<file path="src/rtl/pipe_ctrl_pkg.sv">
// rtl/pipe_ctrl_pkg.sv - shared types and stall/flush patterns for pipe_ctrl
package pipe_ctrl_pkg;

  typedef enum logic [1:0] {
    ST_INIT     = 2'd0,
    ST_RUN      = 2'd1,
    ST_MEM_WAIT = 2'd2,
    ST_MDU_WAIT = 2'd3
  } state_e;

  localparam int STG_IF  = 0;
  localparam int STG_ID  = 1;
  localparam int STG_EX  = 2;
  localparam int STG_MEM = 3;

  // Flush bit n bubbles the register that follows stage n.
  localparam logic [3:0] FLUSH_INIT = 4'b1111;
  localparam logic [3:0] STALL_TRAP = 4'b0000;
  localparam logic [3:0] FLUSH_TRAP = (4'b1 << STG_IF) | (4'b1 << STG_ID) | (4'b1 << STG_EX);
  localparam logic [3:0] STALL_MEMW = 4'b1111;
  localparam logic [3:0] FLUSH_MEMW = 4'b1 << STG_MEM;
  localparam logic [3:0] STALL_MDUW = 4'b0111;
  localparam logic [3:0] FLUSH_MDUW = 4'b1 << STG_EX;
  localparam logic [3:0] STALL_BR   = 4'b0000;
  localparam logic [3:0] FLUSH_BR   = (4'b1 << STG_IF) | (4'b1 << STG_ID);
  localparam logic [3:0] STALL_LU   = 4'b0011;
  localparam logic [3:0] FLUSH_LU   = 4'b1 << STG_ID;

  function automatic logic is_wait_state(input state_e s);
    return (s == ST_MEM_WAIT) || (s == ST_MDU_WAIT);
  endfunction

endpackage

</file>
<file path="src/rtl/pipe_ctrl_wdog.sv">
// rtl/pipe_ctrl_wdog.sv - saturating stall watchdog; expires on the TIMEOUT_MAX-th enabled cycle
module pipe_ctrl_wdog #(
  parameter int TIMEOUT_W   = 8,
  parameter int TIMEOUT_MAX = 200
) (
  input  logic clk,
  input  logic reset_n,
  input  logic i_clr,
  input  logic i_en,
  output logic o_expire
);

  localparam logic [TIMEOUT_W-1:0] LP_MAX  = TIMEOUT_W'(TIMEOUT_MAX);
  localparam logic [TIMEOUT_W-1:0] LP_LAST = TIMEOUT_W'(TIMEOUT_MAX - 1);

  logic [TIMEOUT_W-1:0] r_cnt;

  always_ff @(posedge clk or negedge reset_n) begin
    if (!reset_n) begin
      r_cnt <= '0;
    end else if (i_clr) begin
      r_cnt <= '0;
    end else if (i_en && (r_cnt != LP_MAX)) begin
      r_cnt <= r_cnt + 1'b1;
    end
  end

  assign o_expire = i_en && (r_cnt == LP_LAST);

endmodule

</file>
<file path="src/rtl/pipe_ctrl.sv">
// rtl/pipe_ctrl.sv - pipeline stall/flush/redirect sequencer
// Optional perf counters enabled by PIPE_CTRL_PERF_EN.
module pipe_ctrl
  import pipe_ctrl_pkg::*;
#(
  parameter int XLEN        = 32,
  parameter int TIMEOUT_W   = 8,
  parameter int TIMEOUT_MAX = 200
) (
  input  logic            clk,
  input  logic            reset_n,
  input  logic            load_use_i,
  input  logic            mdu_start_i,
  input  logic            mdu_done_i,
  input  logic            dmem_req_i,
  input  logic            dmem_ready_i,
  input  logic            br_mispredict_i,
  input  logic [XLEN-1:0] br_target_i,
  input  logic            trap_i,
  input  logic [XLEN-1:0] trap_vec_i,
  output logic [3:0]      stall_o,
  output logic [3:0]      flush_o,
  output logic            redirect_o,
  output logic [XLEN-1:0] redirect_pc_o,
  output logic            dmem_abort_o,
  output logic            timeout_o
`ifdef PIPE_CTRL_PERF_EN
  ,
  output logic [31:0]     perf_stall_o,
  output logic [31:0]     perf_flush_o,
  output logic [31:0]     perf_lu_o
`endif
);

  state_e          r_state;
  state_e          w_next;
  logic            r_pend_br;
  logic [XLEN-1:0] r_br_tgt;
  logic            r_redirect;
  logic [XLEN-1:0] r_redirect_pc;
  logic            r_timeout;

  logic w_trap;
  logic w_br;
  logic w_lu;
  logic w_latch_br;
  logic w_wait;
  logic w_expire;

  assign w_wait = is_wait_state(r_state);

  pipe_ctrl_wdog #(
    .TIMEOUT_W  (TIMEOUT_W),
    .TIMEOUT_MAX(TIMEOUT_MAX)
  ) u_wdog (
    .clk     (clk),
    .reset_n (reset_n),
    .i_clr   (!w_wait),
    .i_en    (w_wait),
    .o_expire(w_expire)
  );

  always_ff @(posedge clk or negedge reset_n) begin
    if (!reset_n) begin
      r_state <= ST_INIT;
    end else begin
      r_state <= w_next;
    end
  end

  always_comb begin
    w_next       = ST_RUN;
    stall_o      = '0;
    flush_o      = '0;
    dmem_abort_o = 1'b0;
    w_trap       = 1'b0;
    w_br         = 1'b0;
    w_lu         = 1'b0;
    w_latch_br   = 1'b0;

    if (r_state == ST_INIT) begin
      flush_o = FLUSH_INIT;
    end else if (trap_i) begin
      w_trap       = 1'b1;
      stall_o      = STALL_TRAP;
      flush_o      = FLUSH_TRAP;
      dmem_abort_o = dmem_req_i;
    end else if (((r_state == ST_RUN) && dmem_req_i && !dmem_ready_i) ||
                 ((r_state == ST_MEM_WAIT) && !dmem_ready_i)) begin
      stall_o    = STALL_MEMW;
      flush_o    = FLUSH_MEMW;
      w_next     = ST_MEM_WAIT;
      // Keep the oldest mispredict; a later one is on the wrong path anyway.
      w_latch_br = br_mispredict_i && !r_pend_br;
    end else if ((mdu_start_i && (r_state != ST_MDU_WAIT) && !mdu_done_i) ||
                 ((r_state == ST_MDU_WAIT) && !mdu_done_i)) begin
      stall_o = STALL_MDUW;
      flush_o = FLUSH_MDUW;
      w_next  = ST_MDU_WAIT;
    end else if (br_mispredict_i || r_pend_br) begin
      w_br    = 1'b1;
      stall_o = STALL_BR;
      flush_o = FLUSH_BR;
    end else if (load_use_i) begin
      w_lu    = 1'b1;
      stall_o = STALL_LU;
      flush_o = FLUSH_LU;
    end

    if (w_expire && !w_trap) begin
      w_next = ST_RUN;
      if (r_state == ST_MEM_WAIT) begin
        dmem_abort_o = 1'b1;
      end
    end
  end

  always_ff @(posedge clk or negedge reset_n) begin
    if (!reset_n) begin
      r_pend_br     <= 1'b0;
      r_br_tgt      <= '0;
      r_redirect    <= 1'b0;
      r_redirect_pc <= '0;
      r_timeout     <= 1'b0;
    end else begin
      r_redirect <= w_trap || w_br;
      if (w_trap) begin
        r_redirect_pc <= trap_vec_i;
      end else if (w_br) begin
        r_redirect_pc <= r_pend_br ? r_br_tgt : br_target_i;
      end
      if (w_trap || w_br) begin
        r_pend_br <= 1'b0;
      end else if (w_latch_br) begin
        r_pend_br <= 1'b1;
        r_br_tgt  <= br_target_i;
      end
      if (w_expire) begin
        r_timeout <= 1'b1;
      end
    end
  end

  assign redirect_o    = r_redirect;
  assign redirect_pc_o = r_redirect_pc;
  assign timeout_o     = r_timeout;

`ifdef PIPE_CTRL_PERF_EN
  logic [31:0] r_perf_stall;
  logic [31:0] r_perf_flush;
  logic [31:0] r_perf_lu;

  always_ff @(posedge clk or negedge reset_n) begin
    if (!reset_n) begin
      r_perf_stall <= '0;
      r_perf_flush <= '0;
      r_perf_lu    <= '0;
    end else begin
      if ((|stall_o) && !(&r_perf_stall)) r_perf_stall <= r_perf_stall + 32'd1;
      if ((w_trap || w_br) && !(&r_perf_flush)) r_perf_flush <= r_perf_flush + 32'd1;
      if (w_lu && !(&r_perf_lu)) r_perf_lu <= r_perf_lu + 32'd1;
    end
  end

  assign perf_stall_o = r_perf_stall;
  assign perf_flush_o = r_perf_flush;
  assign perf_lu_o    = r_perf_lu;
`endif

endmodule

</file>
<file path="config.mk">
export PLATFORM = sky130hd
export DESIGN_NAME = pipe_ctrl
export DESIGN_NICKNAME = d
export VERILOG_FILES = /design/src/rtl/pipe_ctrl_pkg.sv /design/src/rtl/pipe_ctrl_wdog.sv /design/src/rtl/pipe_ctrl.sv
export SDC_FILE = /design/constraint.sdc
export NUM_CORES = 1
export LEC_CHECK = 0
export ABC_AREA = 1
export CAP_MARGIN = 20
export CORE_MARGIN = 2
export CORE_UTILIZATION = 44
export DETAILED_ROUTE_END_ITERATION = 7
export PLACE_DENSITY_LB_ADDON = 0.15
export RECOVER_POWER = 100
export SLEW_MARGIN = 20
export SYNTH_ARGS = -nofsm -noshare
export SYNTH_HDL_FRONTEND = slang
export SYNTH_HIERARCHICAL = 1
export SYNTH_SLANG_ARGS = --single-unit
</file>
<file path="constraint.sdc">
create_clock -name clk -period 1.6 [get_ports clk]
set_clock_uncertainty 0.05 [all_clocks]
set_input_delay 0.32 -clock clk [delete_from_list [all_inputs] [get_ports clk]]
set_output_delay 0.32 -clock clk [all_outputs]
set_load 0.02 [all_outputs]
</file>
==> results of run 1 <==
worst max-delay path, cell delays in order, from the launching register on:
cell      delay [ps]
dfrtp_2          400
buf_4            130
clkinv_2          70
nor4_4           350
inv_2            100
o31ai_4          190
buf_6            150
worst paths after layout:
check	from	endpoint	slack [ps]	depth (start not counted)
min in group asynchronous	reset_n	redirect_pc_o[16]$_DFFE_PN0P_	490	2
worst max-delay path	r_state[1]$_DFF_PN0_	dmem_abort_o	-510	6
worst min register to register	timeout_o$_DFFE_PN0P_	timeout_o$_DFFE_PN0P_	420	1
max in group asynchronous	reset_n	r_br_tgt[18]$_DFFE_PN0P_	230	3
worst min-delay path	timeout_o$_DFFE_PN0P_	timeout_o$_DFFE_PN0P_	420	1
worst max register to register	r_state[1]$_DFF_PN0_	r_pend_br$_DFFE_PN0P_	-460	14
flip-flops by register name (all words and copies together), names as in the netlist:
signal         cells
r_br_tgt          32
r_pend_br          1
r_state            2
redirect_o         1
redirect_pc_o     32
timeout_o          1
u_wdog/r_cnt       8
area by class of cell:
| class | instances | area (um2) | share of cell area |
|---|---|---|---|
| Sequential cell | 77 | 1929 | 0.2765 |
| Tap cell | 129 | 161.4 | 0.02313 |
| Timing Repair Buffer | 191 | 2225 | 0.3188 |
| Inverter | 54 | 203.9 | 0.02923 |
| Clock inverter | 5 | 52.55 | 0.007531 |
| Clock buffer | 10 | 127.6 | 0.01829 |
| Multi-Input combinational cell | 380 | 2278 | 0.3265 |
cells by family after synthesis:
family / synth area share
compound gates: 0.1403
flops: 0.4587
fa+ha+maj: 0.005957
simple gates: 0.2916
xor+xnor: 0.004171
buf+inv: 0.09919
per-layer routing:
layer	global-route usage	up-vias	wire length, um
met5	0	-	0
met4	0.09252	0	447
met3	0.05659	40	768
met2	0.4909	190	7382
met1	0.3260	2120	5800
li1	-	2078	-
power by group:
| part | leakage (uW) | total (uW) | internal [uW] | switching [uW] |
|---|---|---|---|---|
| logic | 0.00237 | 2380 | 1160 | 1220 |
| registers | 0.000955 | 2680 | 2360 | 317 |
| clock network | 0.0000919 | 1440 | 706 | 738 |
stage by stage:
step / total power, uW / TNS (ps) / area, um2 / std cells
2_1_floorplan: 3684 / -158.4 / 4239 / 544
3_3_place_gp: 4488 / -26070 / 5718 / 791
3_5_place_dp: 4550 / -29000 / 5718 / 791
4_1_cts: 6348 / -18160 / 6827 / 839
5_1_grt: 6837 / -35290 / 6978 / 846
6_report: 6503 / -29500 / 6978 / 846
repair_timing:
action | in CTS | in global routing
pin swaps | 25 | 18
endpoints found under the hold margin | 25 | 0
buffers inserted | 20 | 7
gates cloned | 14 | 2
gates resized for setup | 203 | 24
setup endpoints to repair | 109 | 84
hold buffers | 1 | 0
synthesized netlist by cell type, types with 3 or more instances:
master      n  area share
o21ai_2    23       0.048
nor2_4      3      0.0080
clkbuf_1    3      0.0027
buf_2      14       0.017
o21ai_1     9       0.011
inv_2       3      0.0027
nand3_1    45       0.054
buf_4       7       0.013
nand2_1   122        0.11
buf_1       3      0.0027
dfrtp_1    77        0.46
buf_6       6       0.016
a21oi_1    65       0.077
nand4_1     3      0.0045
inv_1      49       0.044
nor2_1     77       0.069
nand2_2    14       0.021
==> flow_metrics.tcl, run 1 <==
set metrics [dict create \
    status "complete, but fails checks" \
    violations "setup timing" \
    synth-main-ff-cell "dfrtp_1" \
    cts_inserted_buffers 9 \
    nNetsFinal 788 \
    fin_util 0.7552 \
    max_slew_margin 0.5350 \
    fin_crit_sh 1.319 \
    power_density_nw_per_um2 931.9 \
    postRouteAntennaNets 0 \
    ys_ff_latch 77 \
    gp_congestion 0.8445 \
    syn_to_final_growth_pct 66.13 \
    layout_common_cells "nand2_1 (80), dfrtp_1 (75), nor2_1 (74), clkdlybuf4s50_1 (71), a21oi_1 (64)" \
    end_kind "output port" \
    hold_viol_final 0 \
    leakage_uw 0.003416 \
    synthCells 544 \
    crit_fanout 4 \
    synth_edf_count 0 \
    final_common_cell "nand2_1" \
    chipHeight_um 101.7 \
    start_util 0.4546 \
    rows 35 \
    drv_slew 0 \
    antenna_found_initial 0 \
    synth_cell_types 30 \
    gr-total-overflow 0 \
    cts_tree "yes" \
    worstMarginPinSlew_ps 697.4 \
    grt_pass1_wl_um 21800 \
    route.detailed.drc 0 \
    clk_latency_ps 350 \
    finalWirelength_um 14400 \
    cts_root_buf "clkbuf_8" \
    track_usage 0.2739 \
    synth.avg_cell_area_um2 7.721 \
    die_w_um 101.7 \
    crit_type "reg -> out" \
    drive_above_1_share 0.3264 \
    fmax_ghz 0.4739 \
    finalCriticalPeriod_ps 2110 \
    hp-class "reg -> reg" \
    nFillCells 647 \
    top_level_ports 116 \
    arrival_ps 1740 \
    netlist_area_um2 4200 \
    seq_area_frac_synth 0.4587 \
    avgRoutedWirePerCell_um 17.02 \
    setup_viol 78 \
    dpl.hpwl_um 7494 \
    grt_pass1_vias 4434 \
    holdWs_ps 421.2 \
    dp_slack_ps -760.4 \
    dr.pass1.iters 5 \
    htree_levels 3 \
    io_buffers 115 \
    antenna_cells 0 \
    maxCapViolations 0 \
    coreArea_um2 9240 \
    routed-via-count 4428 \
    routed_via_density 5.234 \
    clk_pin_slew_ps 80 \
    async_reset_ff_frac 1.000 \
    dieArea_um2 10340 \
    cts_max_path_buffers 2 \
    cts_sinks 77 \
    fin_ws_ps -510.0 \
    drt_iter0_drc 207 \
    yosysWarnings 6 \
    critPathLaunchType "flip-flop" \
    synth_nets 619 \
    grt_max_degree 40 \
    critPathRequiredTime_ps 1230 \
    irDropWorstVdd_v 0.0004959 \
    rsz0062_at_grt "true" \
]
(Power assumes the default switching activity.)
==> run 2, diff against run 1 <==
--- a/config.mk
+++ b/config.mk
@@ -11,7 +11,6 @@
 export CORE_UTILIZATION = 44
 export DETAILED_ROUTE_END_ITERATION = 7
 export PLACE_DENSITY_LB_ADDON = 0.15
-export RECOVER_POWER = 100
 export SLEW_MARGIN = 20
 export SYNTH_ARGS = -nofsm -noshare
 export SYNTH_HDL_FRONTEND = slang
==> run 2 against run 1 <==
Compared with the run above:
- the run still ends with setup timing left
- sequential share of layout area fell by 0.14 points
- clock-buffer cell count did not move
- fmax about the same
- combinational power barely moved
- sequential power about the same
- critical path depth did not move
- global-route usage unchanged
- cell count stayed put
- via count increased by 0.34%
- non-clock buffer count did not move
- register-to-register slack about the same
- largest power group unchanged
==> flow_metrics.tcl, run 2 (synthesized netlist as in run 1, its figures left out) <==
set metrics [dict create \
    routed-via-count 4443 \
    cpLargestDelayFamily "buffers and inverters" \
    path_cells "buf_4 > clkinv_2 > nor4_4 > inv_2 > o31ai_4 > buf_6" \
    cp.depth 6 \
    setup_viol 76 \
    cts_max_path_buffers 2 \
    rrSetupSlack_ps -460 \
    irDropWorstVdd_v 0.0004952 \
    cts_sinks 77 \
    critPathLaunchType "flip-flop" \
    io_buffers 115 \
    layout_common_cells "nand2_1 (80), dfrtp_1 (75), nor2_1 (74), clkdlybuf4s50_1 (71), a21oi_1 (64)" \
    arrival_ps 1740 \
    drive_above_1_share 0.3264 \
    dr.pass1.iters 5 \
    grt_pass1_vias 4434 \
    chipHeight_um 101.7 \
    dpl.hpwl_um 7494 \
    final_area_um2 7013 \
    hold_viol_final 0 \
    antenna_found_initial 0 \
    final_common_cell "nand2_1" \
    slowest_delay_ps 400 \
    syn_to_final_growth_pct 66.96 \
    r2r-end "r_pend_br$_DFFE_PN0P_" \
    leakage_uw 0.003431 \
    violations "setup timing" \
    finalWirelength_um 14330 \
    htree_levels 3 \
    clk_latency_ps 350 \
    routed_via_density 5.252 \
    rows 35 \
    postPlaceCellArea_um2 5718 \
    maxCapViolations 0 \
    antenna_cells 0 \
    r2r_start "r_state[1]$_DFF_PN0_" \
    gr-total-overflow 0 \
    finalCriticalPeriod_ps 2109 \
    cts_inserted_buffers 9 \
    holdWs_ps 374.0 \
    critPathRequiredTime_ps 1230 \
    fin_util 0.7590 \
    nNetsFinal 788 \
    postRouteAntennaNets 0 \
    cts_tree "yes" \
    fin_ws_ps -508.6 \
    hp-class "in -> async" \
    track_usage 0.2739 \
    status "complete, but fails checks" \
    grt_pass1_wl_um 21800 \
    avgRoutedWirePerCell_um 16.94 \
    cp_slowest_cell "dfrtp_2" \
    gp_congestion 0.8445 \
    dp_slack_ps -760.4 \
    power_density_nw_per_um2 928.9 \
    crit_fanout 4 \
    coreArea_um2 9240 \
    drv_slew 0 \
    worstMarginPinSlew_ps 377.3 \
    crit_type "reg -> out" \
    start_util 0.4546 \
    end_kind "output port" \
    path_buf_inv 4 \
    cts_root_buf "clkbuf_8" \
    route.detailed.drc 0 \
    die_w_um 101.7 \
    grt_max_degree 40 \
    tns_ps -27390 \
    drt_iter0_drc 223 \
    top_level_ports 116 \
    clk_pin_slew_ps 90 \
    fmax_ghz 0.4743 \
    dieArea_um2 10340 \
    fin_crit_sh 1.318 \
    rr_worst_depth 14 \
    max_slew_margin 0.7485 \
    rsz0062_at_grt "true" \
]
[run 2: cell types whose count changed in the layout (fill, tap and decap cells not counted)]
| cell | delta |
|---|---|
| buf_12 | +1 |
| buf_4 | +3 |
| clkbuf_2 | -2 |
| clkbuf_4 | -2 |
| nor2_4 | -2 |
| nor2_8 | +2 |
[run 2: cell type report]
cell class,instances,area [um2]
Clock buffer,10,127.6
Clock inverter,5,52.55
Fill cell,641,2227
Inverter,54,203.9
Multi-Input combinational cell,380,2296
Sequential cell,77,1929
Tap cell,129,161.4
Timing Repair Buffer,191,2242
[run 2: layer usage]
layer	part of all wire	global-route usage	vias to the layer above
met2	0.51	0.4909	198
met1	0.40	0.3260	2121
met5	0	0	-
met3	0.057	0.05659	43
li1	-	-	2081
met4	0.034	0.09252	0
[run 2: what timing repair did]
| action | CTS | global route |
|---|---|---|
| hold buffers | 1 | 0 |
| resized for setup | 203 | 24 |
| setup endpoints to repair | 109 | 84 |
| gates cloned | 14 | 2 |
| hold endpoints to repair | 25 | 0 |
| pin swaps | 25 | 18 |
| setup buffers | 20 | 7 |
[run 2: power breakdown]
part           switching (uW)  leakage, uW  internal (uW)  total (uW)
logic                    1230      0.00238           1170        2390
clock network             739    0.0000919            705        1440
registers                 316     0.000955           2360        2680
[run 2: worst reg2reg max path, delay by kind of cell, from the launching register on]
family                 cells  cell delay (ps)
buffers and inverters      8             1020
flip-flops                 1              440
AND/OR/NAND/NOR            6              450
[run 2: worst max-delay path by stage]
stage / end / startpoint / slack [ps]
2_1_floorplan: stall_o[1] / r_state[0]$_DFF_PN0_ / -60
3_3_place_gp: stall_o[1] / dmem_req_i / -670
3_5_place_dp: stall_o[0] / dmem_req_i / -760
4_1_cts: dmem_abort_o / u_wdog/r_cnt[1]$_DFFE_PN0P_ / -550
5_1_grt: dmem_abort_o / r_state[1]$_DFF_PN0_ / -560
6_report: dmem_abort_o / r_state[1]$_DFF_PN0_ / -510
[run 2: stage by stage]
stage / cells / power [uW]
2_1_floorplan: 544 / 3684
3_3_place_gp: 791 / 4488
3_5_place_dp: 791 / 4550
4_1_cts: 839 / 6348
5_1_grt: 846 / 6851
6_report: 846 / 6514
==> run 3, diff against run 2 <==
--- a/config.mk
+++ b/config.mk
@@ -7,7 +7,7 @@
 export LEC_CHECK = 0
 export ABC_AREA = 1
 export CAP_MARGIN = 20
-export CORE_MARGIN = 2
+export CORE_MARGIN = 3
 export CORE_UTILIZATION = 44
 export DETAILED_ROUTE_END_ITERATION = 7
 export PLACE_DENSITY_LB_ADDON = 0.15
==> run 3 against run 2 <==
Compared with the run above:
- the run still ends with setup timing left
- largest cell class unchanged
- fmax is 0.34% higher
- power is 7.1% higher
- cell count is 0.12% lower
- core utilization is 4.1 points higher
- sequential power is 3% higher
- critical endpoint unchanged
- highest routed layer unchanged
- die area is 4.0% higher
- setup slack better by 7.1 ps
- clock-buffer cell count is 1 higher
- via count is 1.3% higher
==> flow_metrics.tcl, run 3 (synthesized netlist as in run 1, its figures left out) <==
set metrics [dict create \
    crit_type "reg -> out" \
    layout_common_cells "dfrtp_1 (76), nor2_1 (73), clkdlybuf4s50_1 (71), nand2_4 (65), a21oi_1 (63)" \
    fin_util 0.7996 \
    hp-class "in -> async" \
    dieArea_um2 10750 \
    chipHeight_um 103.7 \
    coreArea_um2 9240 \
    combPwrFrac 0.382 \
    end_kind "output port" \
    hold_viol_final 0 \
    path_buf_inv 2 \
    crit_fanout 2 \
    fmax_ghz 0.4758 \
    cp_slowest_cell "dfrtp_1" \
    cpLargestDelayFamily "simple AND/OR/NAND/NOR gates" \
    drt_iter0_drc 378 \
    avgRoutedWirePerCell_um 18.37 \
    cts_sinks 77 \
    clk_latency_ps 360 \
    finalWirelength_um 15530 \
    worstMarginPinSlew_ps 450.0 \
    routed_via_density 5.324 \
    htree_levels 3 \
    maxCapViolations 0 \
    switching_share 0.3658 \
    route.detailed.drc 0 \
    leakage_uw 0.003542 \
    rsz0062_at_grt "true" \
    fin_ws_ps -501.5 \
    max_slew_margin 0.7000 \
    finalCriticalPeriod_ps 2102 \
    dr.pass1.iters 7 \
    grt_pass1_vias 4734 \
    start_util 0.4546 \
    critPathLaunchType "flip-flop" \
    grt_pass1_wl_um 23520 \
    rrSetupSlack_ps -380 \
    grt_max_degree 78 \
    top_level_ports 116 \
    seqPwrFrac 0.397 \
    critPathRequiredTime_ps 1230 \
    status "complete, but fails checks" \
    cts_max_path_buffers 2 \
    drive_above_1_share 0.3953 \
    fin_crit_sh 1.313 \
    switchingPower_uw 2552 \
    routed-via-count 4499 \
    cell_internal_pwr_uw 4424 \
    dp_slack_ps -741.4 \
    path_cells "nor2_2 > nand2_2 > nor4_4 > inv_2 > o31ai_4 > buf_6" \
    antenna_found_initial 0 \
    nNetsFinal 786 \
    gp_congestion 0.8133 \
    rows 35 \
    final_common_cell "dfrtp_1" \
    arrival_ps 1730 \
    dpl.hpwl_um 7211 \
    postRouteAntennaNets 0 \
    power_density_nw_per_um2 944.2 \
    io_buffers 115 \
    track_usage 0.2720 \
    syn_to_final_growth_pct 75.90 \
    clk_pin_slew_ps 80 \
    cts_tree "yes" \
    drv_slew 0 \
    antenna_cells 0 \
    violations "setup timing" \
    slowest_delay_ps 410 \
    die_w_um 103.7 \
    cts_root_buf "clkbuf_8" \
    gr-total-overflow 0 \
    cts_inserted_buffers 9 \
    p_clk_frac 0.222 \
    irDropWorstVdd_v 0.0006309 \
    setup_viol 83 \
]
## run 3: worst paths after layout
path	start	end	depth (start not counted)
max in group asynchronous	reset_n	r_pend_br$_DFFE_PN0P_	3
setup reg to reg	r_state[1]$_DFF_PN0_	r_br_tgt[27]$_DFFE_PN0P_	13
hold reg to reg	redirect_pc_o[16]$_DFFE_PN0P_	redirect_pc_o[16]$_DFFE_PN0P_	2
setup / recovery	u_wdog/r_cnt[5]$_DFFE_PN0P_	dmem_abort_o	6
min in group clk	redirect_pc_o[16]$_DFFE_PN0P_	redirect_pc_o[16]$_DFFE_PN0P_	2
hold / removal	reset_n	r_br_tgt[12]$_DFFE_PN0P_	3
## run 3: layout make-up
class                           instances  area [um2]
Clock buffer                           11       141.4
Clock inverter                          5       60.06
Fill cell                             564        1852
Inverter                               54       211.5
Multi-Input combinational cell        380        2674
Sequential cell                        77        1928
Tap cell                              129       161.4
Timing Repair Buffer                  189        2212
## run 3: routing by layer
metal / GRT usage / vias to the layer above / share of wire
met5: 0 / - / 0
met2: 0.4799 / 186 / 0.51
met1: 0.3151 / 2178 / 0.39
met3: 0.05109 / 65 / 0.058
li1: - / 2070 / -
met4: 0.1387 / 0 / 0.046
## run 3: timing repair
action,4_1_cts,5_1_grt
hold buffers,1,0
hold endpoints to repair,77,0
setup endpoints to repair,109,83
pin swaps,25,31
cloned,17,0
buffers inserted,16,9
gates resized for setup,249,83
## run 3: power groups by stage
stage / Sequential, uW / Combinational, uW / Clock [uW]
detailed placement: 2640 / 1920 / 0
global placement: 2620 / 1880 / 0
floorplan: 2790 / 890 / 0
global route: 2810 / 2840 / 1650
finish: 2770 / 2660 / 1550
CTS: 2710 / 2450 / 1540
## run 3: per-stage QoR
| stage | std cells | power [uW] | hold slack [ps] | instance area (um2) | setup TNS, ps |
|---|---|---|---|---|---|
| 3_5_place_dp | 790 | 4556 | 323.7 | 5723 | -27890 |
| 3_3_place_gp | 790 | 4495 | 330.8 | 5723 | -25630 |
| 5_1_grt | 845 | 7293 | 479.3 | 7388 | -30190 |
| 6_report | 845 | 6976 | 447.7 | 7388 | -25570 |
| 4_1_cts | 839 | 6689 | 452.0 | 7074 | -18590 |
| 2_1_floorplan | 544 | 3684 | -25.59 | 4239 | -158.4 |
## run 3: worst reg2reg max path, stage by stage (launching register included)
cell	delay, ps
dfrtp_1	430
buf_6	150
nand2_4	80
inv_2	40
nor2_4	100
nand2_4	120
buf_6	150
nor2_4	110
buf_6	140
nand2_8	80
buf_8	150
buf_16	140
nand2_2	60
o21ai_1	70
